## src/rtl/branches_pkg.sv

```systemverilog
// Branch comparison encodings shared by decode, execute and the branch unit.
package branches_pkg;

  typedef enum logic [2:0] {
    BR_EQ,
    BR_NE,
    BR_LT,
    BR_GE,
    BR_LTU,
    BR_GEU
  } branch_op_e;

endpackage

```

## src/rtl/lx32_pkg.sv

```systemverilog
// Shared core types: ALU operation encoding and operand-forwarding source select.
package lx32_pkg;

  typedef enum logic [3:0] {
    ALU_ADD,
    ALU_SUB,
    ALU_AND,
    ALU_OR,
    ALU_XOR,
    ALU_SLL,
    ALU_SRL,
    ALU_SRA,
    ALU_SLT,
    ALU_SLTU
  } alu_op_e;

  typedef enum logic [1:0] {
    FWD_REG,
    FWD_MEM,
    FWD_WB
  } fwd_sel_e;

endpackage

```

## src/rtl/operand_fwd.sv

```systemverilog
// Priority operand bypass: MEM result beats WB result beats register-file data.
module operand_fwd
  import lx32_pkg::*;
#(
  parameter int unsigned WIDTH = 32
) (
  input  logic [4:0]       rs_i,
  input  logic [WIDTH-1:0] reg_data_i,
  input  logic             mem_valid_i,
  input  logic [4:0]       mem_rd_i,
  input  logic [WIDTH-1:0] mem_data_i,
  input  logic             wb_valid_i,
  input  logic [4:0]       wb_rd_i,
  input  logic [WIDTH-1:0] wb_data_i,
  output logic [WIDTH-1:0] value_o,
  output fwd_sel_e         sel_o
);

  always_comb begin
    sel_o   = FWD_REG;
    value_o = reg_data_i;
    // x0 is hard-wired, so it never takes a bypassed value.
    if (rs_i != 5'd0) begin
      if (mem_valid_i && (mem_rd_i == rs_i)) begin
        sel_o   = FWD_MEM;
        value_o = mem_data_i;
      end else if (wb_valid_i && (wb_rd_i == rs_i)) begin
        sel_o   = FWD_WB;
        value_o = wb_data_i;
      end
    end
  end

endmodule

```

## src/rtl/id_ex_stage.sv

```systemverilog
// Decode-to-execute pipeline register with valid/ready handshake, flush and operand bypass.
module id_ex_stage
  import lx32_pkg::*;
  import branches_pkg::*;
#(
  parameter int unsigned WIDTH = 32
) (
  input  logic             clk,
  input  logic             rst,
  input  logic             id_valid,
  input  logic [WIDTH-1:0] id_pc,
  input  logic [WIDTH-1:0] id_rs1_data,
  input  logic [WIDTH-1:0] id_rs2_data,
  input  logic [WIDTH-1:0] id_imm,
  input  logic [4:0]       id_rs1,
  input  logic [4:0]       id_rs2,
  input  logic [4:0]       id_rd,
  input  alu_op_e          id_alu_control,
  input  branch_op_e       id_branch_op,
  input  logic             id_is_branch,
  input  logic             id_use_imm,
  input  logic             id_reg_write,
  output logic             id_ready,
  input  logic             ex_ready,
  input  logic             flush,
  input  logic             fwd_mem_valid,
  input  logic             fwd_wb_valid,
  input  logic [4:0]       fwd_mem_rd,
  input  logic [4:0]       fwd_wb_rd,
  input  logic [WIDTH-1:0] fwd_mem_data,
  input  logic [WIDTH-1:0] fwd_wb_data,
  output logic             ex_valid,
  output logic [WIDTH-1:0] ex_pc,
  output logic [WIDTH-1:0] src_a,
  output logic [WIDTH-1:0] src_b,
  output logic [WIDTH-1:0] ex_store_data,
  output alu_op_e          ex_alu_control,
  output branch_op_e       ex_branch_op,
  output logic             ex_is_branch,
  output logic [4:0]       ex_rd,
  output logic             ex_reg_write
);

  logic             valid_q, valid_d;
  logic [WIDTH-1:0] pc_q, pc_d, rs1_data_q, rs1_data_d, rs2_data_q, rs2_data_d, imm_q, imm_d;
  logic [4:0]       rs1_q, rs1_d, rs2_q, rs2_d, rd_q, rd_d;
  alu_op_e          alu_q, alu_d;
  branch_op_e       br_q, br_d;
  logic             is_branch_q, is_branch_d, use_imm_q, use_imm_d, reg_write_q, reg_write_d;

  logic [WIDTH-1:0] rs1_fwd, rs2_fwd;
  fwd_sel_e         rs1_sel, rs2_sel;
  logic             transfer;

  assign id_ready = !valid_q || ex_ready;
  assign transfer = id_valid && id_ready && !flush;

  operand_fwd #(.WIDTH(WIDTH)) u_fwd_rs1 (
    .rs_i        (rs1_q),
    .reg_data_i  (rs1_data_q),
    .mem_valid_i (fwd_mem_valid),
    .mem_rd_i    (fwd_mem_rd),
    .mem_data_i  (fwd_mem_data),
    .wb_valid_i  (fwd_wb_valid),
    .wb_rd_i     (fwd_wb_rd),
    .wb_data_i   (fwd_wb_data),
    .value_o     (rs1_fwd),
    .sel_o       (rs1_sel)
  );

  operand_fwd #(.WIDTH(WIDTH)) u_fwd_rs2 (
    .rs_i        (rs2_q),
    .reg_data_i  (rs2_data_q),
    .mem_valid_i (fwd_mem_valid),
    .mem_rd_i    (fwd_mem_rd),
    .mem_data_i  (fwd_mem_data),
    .wb_valid_i  (fwd_wb_valid),
    .wb_rd_i     (fwd_wb_rd),
    .wb_data_i   (fwd_wb_data),
    .value_o     (rs2_fwd),
    .sel_o       (rs2_sel)
  );

  always_comb begin
    valid_d     = valid_q;
    pc_d        = pc_q;
    rs1_data_d  = rs1_data_q;
    rs2_data_d  = rs2_data_q;
    imm_d       = imm_q;
    rs1_d       = rs1_q;
    rs2_d       = rs2_q;
    rd_d        = rd_q;
    alu_d       = alu_q;
    br_d        = br_q;
    is_branch_d = is_branch_q;
    use_imm_d   = use_imm_q;
    reg_write_d = reg_write_q;
    if (flush) begin
      valid_d = 1'b0;
    end else if (transfer) begin
      valid_d     = 1'b1;
      pc_d        = id_pc;
      rs1_data_d  = id_rs1_data;
      rs2_data_d  = id_rs2_data;
      imm_d       = id_imm;
      rs1_d       = id_rs1;
      rs2_d       = id_rs2;
      rd_d        = id_rd;
      alu_d       = id_alu_control;
      br_d        = id_branch_op;
      is_branch_d = id_is_branch;
      use_imm_d   = id_use_imm;
      reg_write_d = id_reg_write;
    end else if (ex_ready) begin
      valid_d = 1'b0;
    end else if (valid_q) begin
      // Capture bypassed operands while stalled; the producer may retire before we issue.
      if (rs1_sel != FWD_REG) rs1_data_d = rs1_fwd;
      if (rs2_sel != FWD_REG) rs2_data_d = rs2_fwd;
    end
  end

  always_ff @(posedge clk) begin
    if (rst) begin
      valid_q     <= 1'b0;
      pc_q        <= '0;
      rs1_data_q  <= '0;
      rs2_data_q  <= '0;
      imm_q       <= '0;
      rs1_q       <= '0;
      rs2_q       <= '0;
      rd_q        <= '0;
      alu_q       <= ALU_ADD;
      br_q        <= BR_EQ;
      is_branch_q <= 1'b0;
      use_imm_q   <= 1'b0;
      reg_write_q <= 1'b0;
    end else begin
      valid_q     <= valid_d;
      pc_q        <= pc_d;
      rs1_data_q  <= rs1_data_d;
      rs2_data_q  <= rs2_data_d;
      imm_q       <= imm_d;
      rs1_q       <= rs1_d;
      rs2_q       <= rs2_d;
      rd_q        <= rd_d;
      alu_q       <= alu_d;
      br_q        <= br_d;
      is_branch_q <= is_branch_d;
      use_imm_q   <= use_imm_d;
      reg_write_q <= reg_write_d;
    end
  end

  assign ex_valid       = valid_q;
  assign ex_pc          = pc_q;
  assign src_a          = rs1_fwd;
  assign src_b          = use_imm_q ? imm_q : rs2_fwd;
  assign ex_store_data  = rs2_fwd;
  assign ex_alu_control = alu_q;
  assign ex_branch_op   = br_q;
  assign ex_is_branch   = is_branch_q && valid_q;
  assign ex_rd          = rd_q;
  assign ex_reg_write   = reg_write_q && valid_q;

endmodule
```

## config.mk

```make
export PLATFORM = sky130hd
export DESIGN_NAME = id_ex_stage
export DESIGN_NICKNAME = d
export VERILOG_FILES = /design/src/rtl/branches_pkg.sv /design/src/rtl/lx32_pkg.sv /design/src/rtl/operand_fwd.sv /design/src/rtl/id_ex_stage.sv
export SDC_FILE = /design/constraint.sdc
export NUM_CORES = 1
export LEC_CHECK = 0
export BUFFER_PORTS_ARGS = -buffer_cell sky130_fd_sc_hd__buf_2
export CAP_MARGIN = 25
export CORE_MARGIN = 10
export CORE_UTILIZATION = 51
export DETAILED_ROUTE_END_ITERATION = 8
export PLACE_DENSITY = 0.84
export SETUP_SLACK_MARGIN = 0.05
export SKIP_CTS_REPAIR_TIMING = 1
export SLEW_MARGIN = 0
export SYNTH_ARGS = -nofsm -noshare
export SYNTH_HDL_FRONTEND = slang
export SYNTH_SLANG_ARGS = --single-unit
```

## constraint.sdc

```tcl
create_clock -name clk -period 4 [get_ports clk]
set_input_delay 0.8 -clock clk [delete_from_list [all_inputs] [get_ports clk]]
set_output_delay 0.8 -clock clk [all_outputs]
set_load 0.03 [all_outputs]
```

[Word level (Yosys, flattened, before mapping)]
Cells that the tools add are included.
Word-level totals
  input port bits: 234
  register bits: 154
  output and inout port bits: 144
Operators by class
  equal/unequal tests: 5
  reduce and logical (&&, ||, !) cells: 23
  multiplexer cells: 23
  bitwise operators: 1
Operators by type and width (count)
  $mux W32: 15
  $eq A5 B5 Y1: 4
  $mux W2: 6
  $reduce_bool A2 Y1: 6
  $reduce_bool A5 Y1: 2
  $logic_and A1 B1 Y1: 8
  $reduce_and A4 Y1: 2
  $logic_not A1 Y1: 2
  $mux W1: 2
  $ne A2 B1 Y1 const B: 1
  $reduce_and A2 Y1: 1
  $reduce_or A2 Y1: 1
  $logic_or A1 B1 Y1: 1
  $not A1 Y1: 1

[Longest topological paths before layout]
Gate-level depths: netlist (run 1).
  depth after elaboration: 10
  mapped depth: 9

[By module]
From an unflattened synthesis (run 1), not the netlist that was laid out.
Unflattened totals
  cell total of the unflattened synthesis: 1006
  area, all modules: 9231.4 µm²
Modules (own cells, without submodules)
  id_ex_stage: times used 1, area each 7547.2 µm², cells each 810
  operand_fwd: times used 2, area each 842.1 µm², cells each 98

[Worst setup path before layout (run 1)]
Ideal clock, no wire load.
  kind: input-to-output
  start point: input fwd_wb_rd[3]
  end point: output src_b[10]
  arrival time: 2.838 ns
  required time: 3.200 ns
  buffers on the path: 1
  stages on the path: 7
  slack: 0.362 ns
  cell sequence: xor2_1 -> nor4_2 -> a22oi_1 -> nor2_1 -> clkbuf_1 -> o22ai_1 -> o21ai_0
Between the ends
  cells in the longest elaborated chain, start to end: 6
Ends and longest elaborated chain
  start: declaration: RTL line id_ex_stage.sv:29  | input logic [4:0] fwd_wb_rd,
  $eq A5 B5 Y1: RTL line operand_fwd.sv:27  | end else if (wb_valid_i && (wb_rd_i == rs_i)) begin
  $logic_and A1 B1 Y1: RTL line operand_fwd.sv:27
  $mux W32: RTL line operand_fwd.sv:27
  $mux W32: RTL line operand_fwd.sv:24  | if (mem_valid_i && (mem_rd_i == rs_i)) begin
  $mux W32: RTL line operand_fwd.sv:23  | if (rs_i != 5'd0) begin
  $mux W32: RTL line id_ex_stage.sv:158  | assign src_b = use_imm_q ? imm_q : rs2_fwd;
  end: declaration: RTL line id_ex_stage.sv:35  | output logic [WIDTH-1:0] src_b,
No other way between the ends.

[Worst setup path in the final report (run 1)]
  start point: input fwd_wb_rd[3]
  end point: output src_b[30]
Same word-level chain as after synthesis.

==> summary.txt, run 1 <==
Synthesis
  – Syn nets: 1285
  – Syn Area/Cell: 7.910 µm²
  – Ys Warns: 0
  – Cell taking the most area after synthesis: dfxtp_1
  – Seq/Total Area, Yosys: 37.09%
  – Yosys cell types: 36
  – Flops & latches, synth: 154
  – Cells after Synth: 1051
  – Post-synth top area share: 37.09%
  – Top cells by area, synth: dfxtp_1 37%, nand2_1 11%, o22a_1 10%, a21oi_1 5.4%, a311oi_2 4.5%
  – Synthesized area: 8313 µm²

Run
  – Maxcap violations: 0

GRT
  – Global-route wire length before repair: 51.05 mm
  – Grt ovf: 0
  – Vias in the first global route: 9099
  – GR Util All Layers: 29.15%
  – Initial antenna violation count: 11
  – Largest net degree at the start of global routing: 131

Critical path
  – Crit start category: input pin
  – CP arrival: 2.97 ns
  – CP Launch Point: fwd_wb_rd[3]
  – Critical R2R Launch: rs2_q[0]
  – WP data required: 3.20 ns
  – Reg2reg setup slack: 1.40 ns
  – CP max FO: 32
  – Crit path capture type: output port
  – Reg2Reg Depth: 7
  – Kind of critical path: in2out

Timing
  – Setup TNS: 0 ns
  – Slew @ Worst Pin: 1.034 ns
  – Slew margin rel.: 31.08%
  – Final Max Tran Viols: 0
  – Endpoints failing hold: 0
  – Min Tclk post-route: 3.765 ns
  – Tcrit/Tclk final: 94.13%
  – Final setup fails: 0
  – Final Skew: 0.01510 ns
  – Peak Freq: 265.6 MHz
  – RSZ-0062 raised after global routing: no

Die
  – Site Rows: 46
  – Core area: 15940 µm²
  – Die area: 21810 µm²
  – I/O pin cnt: 378
  – Die X: 147.7 µm
  – Die Y: 147.7 µm
  – Initial Utilization: 52.14%

Pwr
  – Peak VDD IR: 0.0002897 V
  – Lkg Pwr: 4.698 nW
  – Total power: 4.416 mW
  – Total power per unit cell area: 405.0 nW/µm²

Final layout
  – Final nets: 1598
  – Layout filler cell count: 1349
  – Fraction of layout cells with a size suffix above 1: 34.64%
  – P&R area growth vs syn: 31.17%

Clocking
  – Clk buf depth: 2
  – CTS tree: built
  – H-tree lvl count: 4
  – Clk Tree Root Cell: clkbuf_16
  – Clk pin slew, worst setup/hold paths: 0.07 ns
  – Inserted Clock Buffers: 17
  – Clk_lat worst skew: 0.43 ns
  – Clk sink count: 154

Placement
  – I/O Buffers: 377
  – Dpl hpwl: 24.67 mm
  – RePlAce Congestion: 0.8734

Drt
  – DR WL/cell: 21.01 µm
  – Routed vias/inst: 5.845
  – DR iter-0 viols: 897
  – Post-DRT Antenna Nets: 0
  – DRC: 0
  – Routed vias: 9370
  – Pre-antenna DRT Iters: 5
  – Routed wire length: 33.67 mm

Run status
  – Status: finished, final reports clean

Min path
  – Min-Delay Path Depth: 2
  – HP Start: ex_alu_control[3]
  – Hold WC Path Type: reg2reg
==> power by group <==
part           internal [mW]  switching, mW
logic                  0.343          0.633
clock network           1.01          0.748
registers               1.62         0.0619
total                   2.97           1.44
==> Yosys cell counts <==
| master | number |
|---|---|
| o21ai_0 | 48 |
| o31a_1 | 29 |
| nand3b_1 | 30 |
| and4_1 | 1 |
| nor2_1 | 38 |
| o22a_1 | 99 |
| a311oi_2 | 25 |
| xor2_1 | 8 |
| inv_1 | 59 |
| nand4_1 | 2 |
| mux2_2 | 3 |
| a21oi_1 | 89 |
| buf_6 | 3 |
| nand2_1 | 246 |
| o22ai_1 | 29 |
| clkbuf_1 | 73 |
| nor3b_1 | 1 |
| buf_2 | 16 |
| xnor2_1 | 12 |
| o21ai_2 | 10 |
| dfxtp_1 | 154 |
| buf_4 | 4 |
| a311oi_1 | 10 |
| nor2b_1 | 1 |
| and2_1 | 5 |
| or4_1 | 2 |
| a2bb2oi_1 | 1 |
| a22oi_1 | 1 |
| nor2_2 | 3 |
| o41ai_4 | 2 |
| or2_2 | 1 |
| o221ai_1 | 35 |
| buf_1 | 6 |
| nor4_2 | 2 |
| o211ai_1 | 2 |
| nor3_1 | 1 |
==> final timing paths <==
kind / end
worst max-delay path: src_b[30]
worst min-delay path: ex_alu_control[3]
worst max register to register: rs2_data_q[11]
worst min register to register: ex_alu_control[3]
==> worst max-delay path, stage by stage <==
cell	delay (ns)
buf_2	0.11
xor2_1	0.14
nor4_2	0.32
o211ai_1	0.22
buf_4	0.31
o22a_1	0.33
o22a_1	0.26
mux2_2	0.27
buf_2	0.18
==> flip-flops by register name, summed over array words and instances, names as in the netlist, 3 cells and up <==
signal and count:
rs2_data_q 32, rs1_data_q 32, rs1_q 5, ex_alu_control 4, imm_q 32, ex_rd 5
rs2_q 5, ex_branch_op 3, ex_pc 32
==> cell families after synthesis <==
kind of cell	after synthesis	share of synthesized area, %
AOI/OAI and AO/OA	380	35.26
and+or+nand+nor	333	17.17
buffers and inverters	161	7.962
DFF	154	37.09
xor gates and xnor gates	20	2.107
muxes	3	0.4064
==> per-stage QoR <==
| stage | hold WS, ns | instance area, µm² | cells | util [%] | setup slack (ns) |
|---|---|---|---|---|---|
| 6_report | 0.4508 | 10900 | 1603 | 68.40 | 0.2346 |
| 5_1_grt | 0.4670 | 10900 | 1601 | 68.36 | 0.1084 |
| 4_1_cts | 0.4524 | 10880 | 1593 | 68.24 | 0.2626 |
| 3_5_place_dp | 0.4430 | 10250 | 1561 | 64.31 | 0.2649 |
| 3_3_place_gp | 0.4380 | 10250 | 1561 | 64.31 | 0.3029 |
| 2_1_floorplan | 0.4317 | 8313 | 1051 | - | 0.3621 |
==> cell usage in the layout (no fill, tap or decap), drive strengths merged, types with 35 or more instances in the layout <==
cell	instances
o22a	99
buf	396
a311oi	35
nand2	246
nor2	41
o221ai	35
o21ai	58
dfxtp	154
a21oi	89
inv	69
==> routing by layer <==
layer | part of all wire [%] | vias up | track usage (%)
li1 | - | 4398 | -
met5 | 0.021 | - | 0
met1 | 39 | 4397 | 35.72
met3 | 11 | 61 | 8.822
met4 | 2.3 | 2 | 11.10
met2 | 47 | 512 | 47.11
==> cell type report <==
| type | count | area, µm² | share of cell area (%) |
|---|---|---|---|
| inverters | 59 | 221.5 | 2.031 |
| well taps | 216 | 270.3 | 2.478 |
| diodes | 10 | 25.02 | 0.2295 |
| multi-input cells | 736 | 4591 | 42.10 |
| flip-flops and latches | 154 | 3084 | 28.28 |
| repair buffers | 396 | 2086 | 19.13 |
| clock inverters | 15 | 201.4 | 1.847 |
| clock buffers | 17 | 425.4 | 3.901 |
Note: power is estimated with default switching activity, not from simulation.
==> inputs of run 2 (changes only) <==
--- a/config.mk
+++ b/config.mk
@@ -10,6 +10,7 @@
 export CORE_MARGIN = 10
 export CORE_UTILIZATION = 51
 export DETAILED_ROUTE_END_ITERATION = 8
+export MAX_ROUTING_LAYER = met4
 export PLACE_DENSITY = 0.84
 export SETUP_SLACK_MARGIN = 0.05
 export SKIP_CTS_REPAIR_TIMING = 1
==> run 2 against run 1 <==
  * Critical path depth did not move
  * Maximum frequency rose by 3.2%
  * Count of clock-buffer cells in the layout did not move
  * Largest cell class unchanged
  * Clock power fell by 7%
  * Highest routed layer is now met4
  * Flip-flop and latch count did not move
  * Global-route usage rose by 1.0 points
  * Critical path type unchanged
==> summary.txt, run 2 (synthesis results as in run 1) <==
Run status
  – Status: finished, final reports clean

Final layout
  – Fraction of layout cells with a size suffix above 1: 34.74% (+0.095 points)
  – Commonest non-fill, non-tap cell in the layout: buf_2
  – Layout filler cell count: 1345 (-0.30%)
  – Commonest non-fill, non-tap cells in the layout: 376 x buf_2, 246 x nand2_1, 153 x dfxtp_1
  – P&R area growth vs syn: 30.67%
  – Finished Layout Cells: 1598 (-0.31%)
  – Final nets: 1600 (+0.13%)
  – Post-route cell area: 10860 µm² (-0.38%)
  – Final design utilization: 68.14% (-0.26 points)

Placement
  – RePlAce Congestion: 0.9075 (+3.9%)
  – I/O Buffers: 377 (unchanged)
  – Dpl hpwl: 25.10 mm (+1.7%)
  – Cell area after placement: 10250 µm² (about the same)
  – Setup WS pre-CTS: 0.3725 ns (+0.1075 ns)
  – Dpl cells: 1563 (+0.13%)

Drt
  – DRC: 0 (unchanged)
  – Routed vias/inst: 5.852 (+0.11%)
  – Routed wire length: 33.74 mm (+0.21%)
  – DR iter-0 viols: 815 (-9.1%)
  – DR WL/cell: 21.12 µm (+0.52%)
  – Routed vias: 9351 (-0.20%)
  – Post-DRT Antenna Nets: 0 (unchanged)
  – Pre-antenna DRT Iters: 6 (+1)

Die
  – Die Y: 147.7 µm (unchanged)
  – Core area: 15940 µm² (unchanged)
  – Die X: 147.7 µm (unchanged)
  – I/O pin cnt: 378 (unchanged)
  – Site Rows: 46 (unchanged)
  – Die area: 21810 µm² (unchanged)
  – Initial Utilization: 52.14% (unchanged)

GRT
  – Largest net degree at the start of global routing: 130 (-0.76%)
  – Initial antenna violation count: 3 (-8)
  – GR Util All Layers: 30.15% (+1.0 points)
  – Grt ovf: 0 (unchanged)
  – Global-route wire length before repair: 50.91 mm (-0.28%)
  – Vias in the first global route: 8936 (-1.8%)

Timing
  – Final Max Tran Viols: 0 (unchanged)
  – Peak Freq: 274.1 MHz (+3.2%)
  – Slew @ Worst Pin: 1.014 ns (-0.01988 ns)
  – RSZ-0062 raised after global routing: no
  – Final setup fails: 0 (unchanged)
  – Slew margin rel.: 32.41% (+1.3 points)
  – Setup TNS: 0 ns (unchanged)
  – Final setup margin: 0.3512 ns (+0.1166 ns)
  – Endpoints failing hold: 0 (unchanged)
  – Min Tclk post-route: 3.649 ns (-0.1166 ns)
  – Tcrit/Tclk final: 91.22% (-2.9 points)
  – Final Skew: 0.01509 ns (-0.00001120 ns)

Min path
  – Hold WC Path Type: reg2reg

Clocking
  – CTS tree: built
  – Clk Tree Root Cell: clkbuf_16
  – Clk pin slew, worst setup/hold paths: 0.07 ns (about the same)
  – H-tree lvl count: 4 (unchanged)
  – Clk_lat worst skew: 0.44 ns (about the same)
  – Clk buf depth: 2 (unchanged)
  – Clk sink count: 154 (unchanged)
  – Inserted Clock Buffers: 17 (unchanged)

Critical path
  – Kind of critical path: in2out
  – WP data required: 3.20 ns (about the same)
  – CP max FO: 32 (unchanged)
  – Crit start category: input pin
  – CP arrival: 2.85 ns (-0.12 ns)
  – Crit path capture type: output port

Run
  – Maxcap violations: 0 (unchanged)

Pwr
  – Peak VDD IR: 0.0002996 V (+3.4%)
  – Total power per unit cell area: 395.8 nW/µm² (-2.3%)
  – Lkg Pwr: 4.686 nW (-0.26%)
==> run 2: path summary, 6_finish.rpt <==
path	to	slack, ns	from	cells past startpoint
min	ex_pc[28]	0.45	ex_pc[28]	2
max	src_b[22]	0.35	fwd_wb_rd[3]	9
min reg2reg	ex_pc[28]	0.45	ex_pc[28]	2
max reg2reg	rs2_data_q[16]	1.42	rs2_q[0]	7
==> run 2: critical path, cell delays in order <==
cell and delay, ns:
buf_2 0.12, xor2_1 0.14, nor4_2 0.35, o211ai_1 0.14
buf_4 0.28, o22a_1 0.27, o22ai_1 0.34, o21ai_0 0.15
buf_2 0.24
==> run 2: power by group <==
part / total, mW / switching [mW] / internal, mW
logic: 0.987 / 0.643 / 0.344
registers: 1.68 / 0.0595 / 1.62
clock network: 1.63 / 0.791 / 0.844
==> run 2: final cells by class <==
type                    instances  area, µm²  area share [%]
clock inverters                15      175.2           1.613
multi-input cells             736       4591           42.26
flip-flops and latches        154       3084           28.39
inverters                      59      221.5           2.039
repair buffers                398       2088           19.22
clock buffers                  17      425.4           3.916
well taps                     216      270.3           2.488
diodes                          3      7.507         0.06911
==> run 2: metal layers <==
metal | routed length [µm] | share of wire (%) | GRT usage [%] | vias to the layer above
li1 | - | - | - | 4401
met1 | 13680 | 41 | 37.29 | 4371
met2 | 15760 | 47 | 46.17 | 516
met3 | 3416 | 10 | 9.493 | 63
met4 | 888 | 2.6 | 9.267 | 0
met5 | 0 | 0 | - | -
==> run 2: metrics by stage <==
stage                     hold WS (ns)  power (mW)
after global placement          0.4386       2.675
final                           0.4539       4.300
after global routing            0.4699       4.455
after floorplan                 0.4317       2.330
after detailed placement        0.4435       2.687
after CTS                       0.4533       4.301
